`config.mk`:
```
export PLATFORM = sky130hd
export DESIGN_NAME = ttt_game_engine
export DESIGN_NICKNAME = d
export VERILOG_FILES = /design/src/rtl/ttt_pkg.sv /design/src/rtl/ttt_line_checker.sv /design/src/rtl/ttt_game_engine.sv
export SDC_FILE = /design/constraint.sdc
export NUM_CORES = 1
export LEC_CHECK = 0
export CORE_ASPECT_RATIO = 1.25
export CORE_UTILIZATION = 50
export CTS_BUF_LIST = sky130_fd_sc_hd__clkbuf_8
export DETAILED_ROUTE_END_ITERATION = 7
export GPL_TIMING_DRIVEN = 0
export HOLD_SLACK_MARGIN = 0.06
export PLACE_DENSITY = 0.81
export SLEW_MARGIN = 20
export SYNTH_ARGS = -nofsm -noshare
export SYNTH_HDL_FRONTEND = slang
export SYNTH_HIERARCHICAL = 1
export SYNTH_SLANG_ARGS = --single-unit
```
`constraint.sdc`:
```
create_clock -name clk -period 5.9 [get_ports clk]
set_input_delay 0.885 -clock clk [delete_from_list [all_inputs] [get_ports clk]]
set_output_delay 0.885 -clock clk [all_outputs]
set_load 0.02 [all_outputs]
```
`src/rtl/ttt_pkg.sv`:
```
// ============================================================================
// Module      : ttt_pkg
// Description : Shared types, window direction encodings and helpers for the
//               tic-tac-toe game engine.
// Revision    : 1.0 - initial release
// ============================================================================
`default_nettype none

package ttt_pkg;

   typedef enum logic [1:0] {
      PLAY = 2'd0,
      EVAL = 2'd1,
      WIN  = 2'd2,
      DRAW = 2'd3
   } game_state_e;

   typedef logic player_t;

   localparam int DIR_H    = 0;   // left to right
   localparam int DIR_V    = 1;   // top to bottom
   localparam int DIR_DR   = 2;   // down-right diagonal
   localparam int DIR_DL   = 3;   // down-left diagonal
   localparam int NUM_DIRS = 4;

   function automatic int cells(input int n);
      return n * n;
   endfunction

   function automatic int dir_drow(input int d);
      return (d == DIR_H) ? 0 : 1;
   endfunction

   function automatic int dir_dcol(input int d);
      return (d == DIR_V) ? 0 : ((d == DIR_DL) ? -1 : 1);
   endfunction

endpackage

`default_nettype wire

```
`src/rtl/ttt_line_checker.sv`:
```
// ============================================================================
// Module      : ttt_line_checker
// Description : Combinational K-in-a-row detector over an N x N occupancy map.
// Revision    : 1.0 - initial release
// ============================================================================
`default_nettype none

module ttt_line_checker
   import ttt_pkg::*;
#(
   parameter int N = 3,
   parameter int K = 3
) (
   input  logic [N*N-1:0] occ,
   output logic           win
);

   localparam int CELLS = cells(N);

   // One hit bit per (direction, origin); origins whose window leaves the board tie low.
   logic [NUM_DIRS*CELLS-1:0] w_hit;

   for (genvar d = 0; d < NUM_DIRS; d++) begin : g_dir
      for (genvar r = 0; r < N; r++) begin : g_row
         for (genvar c = 0; c < N; c++) begin : g_col
            localparam int DRW = dir_drow(d);
            localparam int DCL = dir_dcol(d);
            localparam int ER  = r + (K - 1) * DRW;
            localparam int EC  = c + (K - 1) * DCL;
            if (ER < N && EC >= 0 && EC < N) begin : g_win
               logic [K-1:0] w_bits;
               for (genvar k = 0; k < K; k++) begin : g_cell
                  assign w_bits[k] = occ[(r + k * DRW) * N + (c + k * DCL)];
               end
               assign w_hit[d*CELLS + r*N + c] = &w_bits;
            end else begin : g_none
               assign w_hit[d*CELLS + r*N + c] = 1'b0;
            end
         end
      end
   end

   assign win = |w_hit;

endmodule

`default_nettype wire

```
`src/rtl/ttt_game_engine.sv`:
```
// ============================================================================
// Module      : ttt_game_engine
// Description : N x N board, turn alternation, move legality, win/draw status.
//               Optional macro TTT_UNDO_EN adds a single-level undo input.
// Revision    : 1.0 - initial release
// ============================================================================
`default_nettype none

module ttt_game_engine
   import ttt_pkg::*;
#(
   parameter  int N     = 3,
   parameter  int K     = 3,
   localparam int IDX_W = $clog2(N*N),
   localparam int CNT_W = $clog2(N*N+1)
) (
   input  logic              clk,
   input  logic              reset,
   input  logic              new_game,
   input  logic              move_valid,
   input  logic [IDX_W-1:0]  move_idx,
`ifdef TTT_UNDO_EN
   input  logic              undo,
`endif
   output logic              move_ack,
   output logic              move_nack,
   output logic [N*N-1:0]    occ_p1,
   output logic [N*N-1:0]    occ_p2,
   output player_t           cur_player,
   output logic [CNT_W-1:0]  move_count,
   output game_state_e       state,
   output player_t           winner
);

   localparam int             CELLS = cells(N);
   localparam logic [CELLS-1:0] C_ONE = {{(CELLS-1){1'b0}}, 1'b1};

   logic [CELLS-1:0] w_mask;
   logic             w_in_range;
   logic             w_legal;
   logic [CELLS-1:0] w_mover_occ;
   logic             w_win;
   logic             w_req;

   assign w_mask      = C_ONE << move_idx;
   assign w_in_range  = {1'b0, move_idx} < (IDX_W+1)'(CELLS);
   assign w_legal     = w_in_range && (((occ_p1 | occ_p2) & w_mask) == '0);
   assign w_mover_occ = cur_player ? occ_p2 : occ_p1;

`ifdef TTT_UNDO_EN
   logic [IDX_W-1:0] r_last_idx;
   logic             r_last_valid;
   logic [CELLS-1:0] w_last_mask;
   assign w_last_mask = C_ONE << r_last_idx;
   assign w_req       = move_valid | undo;
`else
   assign w_req       = move_valid;
`endif

   ttt_line_checker #(.N(N), .K(K)) u_line_checker (
      .occ (w_mover_occ),
      .win (w_win)
   );

   always_ff @(posedge clk or posedge reset) begin
      if (reset) begin
         occ_p1     <= '0;
         occ_p2     <= '0;
         cur_player <= 1'b0;
         move_count <= '0;
         state      <= PLAY;
         winner     <= 1'b0;
         move_ack   <= 1'b0;
         move_nack  <= 1'b0;
`ifdef TTT_UNDO_EN
         r_last_idx   <= '0;
         r_last_valid <= 1'b0;
`endif
      end else begin
         move_ack  <= 1'b0;
         move_nack <= 1'b0;
         if (new_game) begin
            occ_p1     <= '0;
            occ_p2     <= '0;
            cur_player <= 1'b0;
            move_count <= '0;
            state      <= PLAY;
            winner     <= 1'b0;
`ifdef TTT_UNDO_EN
            r_last_idx   <= '0;
            r_last_valid <= 1'b0;
`endif
         end else begin
            case (state)
               PLAY: begin
`ifdef TTT_UNDO_EN
                  // The last mover is the opposite of the player now on turn.
                  if (undo) begin
                     if (r_last_valid) begin
                        if (cur_player) occ_p1 <= occ_p1 & ~w_last_mask;
                        else            occ_p2 <= occ_p2 & ~w_last_mask;
                        cur_player   <= ~cur_player;
                        move_count   <= move_count - CNT_W'(1);
                        r_last_valid <= 1'b0;
                        move_ack     <= 1'b1;
                     end else begin
                        move_nack <= 1'b1;
                     end
                  end else
`endif
                  if (move_valid) begin
                     if (w_legal) begin
                        if (cur_player) occ_p2 <= occ_p2 | w_mask;
                        else            occ_p1 <= occ_p1 | w_mask;
                        move_count <= move_count + CNT_W'(1);
                        move_ack   <= 1'b1;
                        state      <= EVAL;
`ifdef TTT_UNDO_EN
                        r_last_idx   <= move_idx;
                        r_last_valid <= 1'b1;
`endif
                     end else begin
                        move_nack <= 1'b1;
                     end
                  end
               end
               EVAL: begin
                  move_nack <= w_req;
                  if (w_win) begin
                     state  <= WIN;
                     winner <= cur_player;
                  end else if (move_count == CNT_W'(CELLS)) begin
                     state <= DRAW;
                  end else begin
                     state      <= PLAY;
                     cur_player <= ~cur_player;
                  end
               end
               default: begin
                  move_nack <= w_req;
               end
            endcase
         end
      end
   end

endmodule

`default_nettype wire

```
==> impl_metrics.yaml <==
clock_network:
  ctsHoldBuffers: 0
  cts_tree: "yes"
  cts.clk_slew.worst_paths_ns: 0.09
  root_buffer: "clkbuf_8"
  postCtsResizedCells: 0
  numCtsBuffers: 3
  cts_sinks: 28
  cts_buffer_depth: 2
  post-cts-setup-buffers: 0
  insertion_delay_ns: 0.28
  htree_levels: 1
route:
  via_count: 1379
  firstDrtPassIters: 4
  vias_per_cell: 5.92
  ant_nets: 0
  drtIter0Drc: 62
  drt-total-wl_um: 3580
  drc: 0
  wl_per_cell_um: 15.4
finish:
  fin_nets: 211
  final_common_cell: "clkdlybuf4s50_1"
  area_growth_pct: 29.1
  final_cell_mix: "35 x clkdlybuf4s50_1, 28 x dfrtp_1, 21 x inv_1"
  fill_cells: 232
  antenna_cells: 0
  final_layout_size_suffix_gt1_share_pct: 4.52
timing:
  fmax_mhz: 328
  timing.final.crit_share_pct: 51.7
  rsz0062_at_grt: "no"
  worst_hold_slack_ns: 0.526
  finalWorstPathRequiredPeriod_ns: 3.05
  setup_tns_ns: 0
  final-hold-violation-count: 0
  fin_worst_skew_ns: 0.00575
  setup_viol: 0
  tightest_slew_ns: 0.587
  slew-limit-headroom_pct: 60.8
  slew_violations: 0
global_routing:
  grt_overflow: 0
  grt_first_pass_wirelength_um: 5870
  grt.total_usage_pct: 24.4
  grt_pass1_vias: 1371
  grt_start_max_net_pins: 29
  grt_antenna_before_repair: 0
yosys:
  synthTopCellsByArea: "dfrtp_1 47%, o22ai_1 8.0%, inv_1 5.5%"
  syn-cell-area_mm2: 0.00149
  yosys_warnings: 6
  synth.distinct_cells: 35
  synth_seq_cells: 28
  yosysSeqAreaShare_pct: 47.0
  synth_top_cell_area_share_pct: 47.0
  avgSynthCellArea_um2: 9.26
  yosysTopAreaCell: "dfrtp_1"
  synth_fp_nets: 171
  synth_cells: 161
setup_path:
  slowest_delay_ns: 0.55
  cp-end-kind: "flop"
  critPathMaxFanout: 10
  crit_chain: "clkdlybuf4s50_1 > or4_1 > o21ai_1 > nor4b_4 > nand4_2 > o22ai_1"
  worstSetupPathType: "primary input to flop"
  path_buf_inv: 1
  worst_path_max_delay_cell: "clkdlybuf4s50_1"
  critPathArrivalTime_ns: 3.24
  cp-start-kind: "primary input"
  cpLargestDelayFamily: "simple AND/OR/NAND/NOR gates"
  crit_required_ns: 6.09
power:
  pwr-share-clk_pct: 29.3
  switching_power_mw: 0.0913
  leakage_nw: 0.770
  seqPwrFrac_pct: 56.5
  peakVddDrop_mv: 0.177
  power.internal_mw: 0.262
  p_sw_share_pct: 25.9
  p_total_mw: 0.353
  p_comb_share_pct: 14.2
  power_density_mw_per_mm2: 183
floorplanning:
  core.rowCount: 21
  die_y_um: 63.0
  core_mm2: 0.00276
  start_util_pct: 54.0
  die_x_um: 50.8
  die_area_mm2: 0.00320
  io_pins: 36
flow_run:
  cap_violations: 0
min_path:
  hold_path_class: "flop to flop"
placement:
  port-buffer-count: 35
  place.gp.congestion: 0.888
  dp_hpwl_um: 2570
outcome:
  outcome: "finished, final reports clean"
-- power groups by stage --
stage                     registers [mW]  logic [mW]  clock network (mW)
after detailed placement           0.203      0.0501                   0
final                              0.199      0.0503               0.103
after global placement             0.203      0.0496                   0
after floorplan                    0.207      0.0237                   0
after CTS                          0.199      0.0505               0.107
after global routing               0.200      0.0549               0.113
-- synthesized netlist by cell type, drive strengths merged --
master	instances
a31o	2
a22oi	1
or4b	4
nand4bb	1
o22ai	19
nand3b	2
nor3b	1
inv	22
or4	2
nand4b	1
or4bb	2
and3	4
and2	1
nand4	3
clkbuf	5
a22o	3
ha	2
o22a	2
mux2i	1
a21oi	6
nand3	3
xnor2	1
nand2	11
nor2b	2
dfrtp	28
nor2	15
nor4b	1
o21ai	12
mux2	2
nand2b	2
-- final timing paths --
| kind | start | depth (start not counted) | slack [ns] | endpoint |
|---|---|---|---|---|
| worst min-delay path | winner | 2 | 0.53 | winner |
| worst max-delay path | move_idx[1] | 6 | 2.85 | occ_p2[4] |
| worst max register to register | cur_player | 9 | 3.32 | cur_player |
| worst min register to register | winner | 2 | 0.53 | winner |
| max in group asynchronous | reset | 2 | 4.53 | occ_p2[0] |
| min in group asynchronous | reset | 2 | 0.98 | move_nack |
-- logic make-up after synthesis --
logic type	after synthesis	synth area share (%)
AND/OR/NAND/NOR	55	23.0
AO/OA/AOI/OAI	45	18.7
flip-flops	28	47.0
buffers and inverters	27	6.80
multiplexers	3	2.18
adder cells (fa/ha/maj)	2	1.68
XOR/XNOR	1	0.588
-- worst reg2reg max path, delay by kind of cell, from the launching register on --
family                    cells  cell delay [ns]
AOI/OAI and AO/OA             3             0.74
and+or+nand+nor               4             0.73
DFF                           1             0.43
buffers and inverters         1             0.41
xor gates and xnor gates      1             0.15
-- flip-flops by register name, summed over array words and instances, names as in the netlist --
signal      cells
cur_player      1
move_ack        1
move_count      4
move_nack       1
occ_p1          9
occ_p2          9
state           2
winner          1
-- metal layers --
layer | up-vias | track usage, % | share of wire [%] | wire (um)
li1 | 653 | - | - | -
met1 | 669 | 27.2 | 41 | 1480
met2 | 50 | 43.5 | 52 | 1850
met3 | 7 | 2.68 | 5.0 | 178
met4 | 0 | 14.2 | 2.1 | 75
met5 | - | 0 | 0 | 0
-- per-stage QoR --
step,instances,setup WS [ns],area [um^2],util [%]
2_1_floorplan,161,3.40,1490,-
3_3_place_gp,230,2.63,1880,68.3
3_5_place_dp,230,2.58,1880,68.3
4_1_cts,233,2.87,1920,69.8
5_1_grt,233,2.70,1920,69.8
6_report,233,2.85,1920,69.8
-- cell type report --
cell class	instances	area (um^2)	area share, %
inverter	22	82.6	4.29
multi-input combinational	106	688	35.8
buffer	5	18.8	0.975
clock buffer	3	41.3	2.15
tap	34	42.5	2.21
timing repair buffer	35	350	18.2
sequential	28	701	36.4
Note: power is estimated with default switching activity, not from simulation.
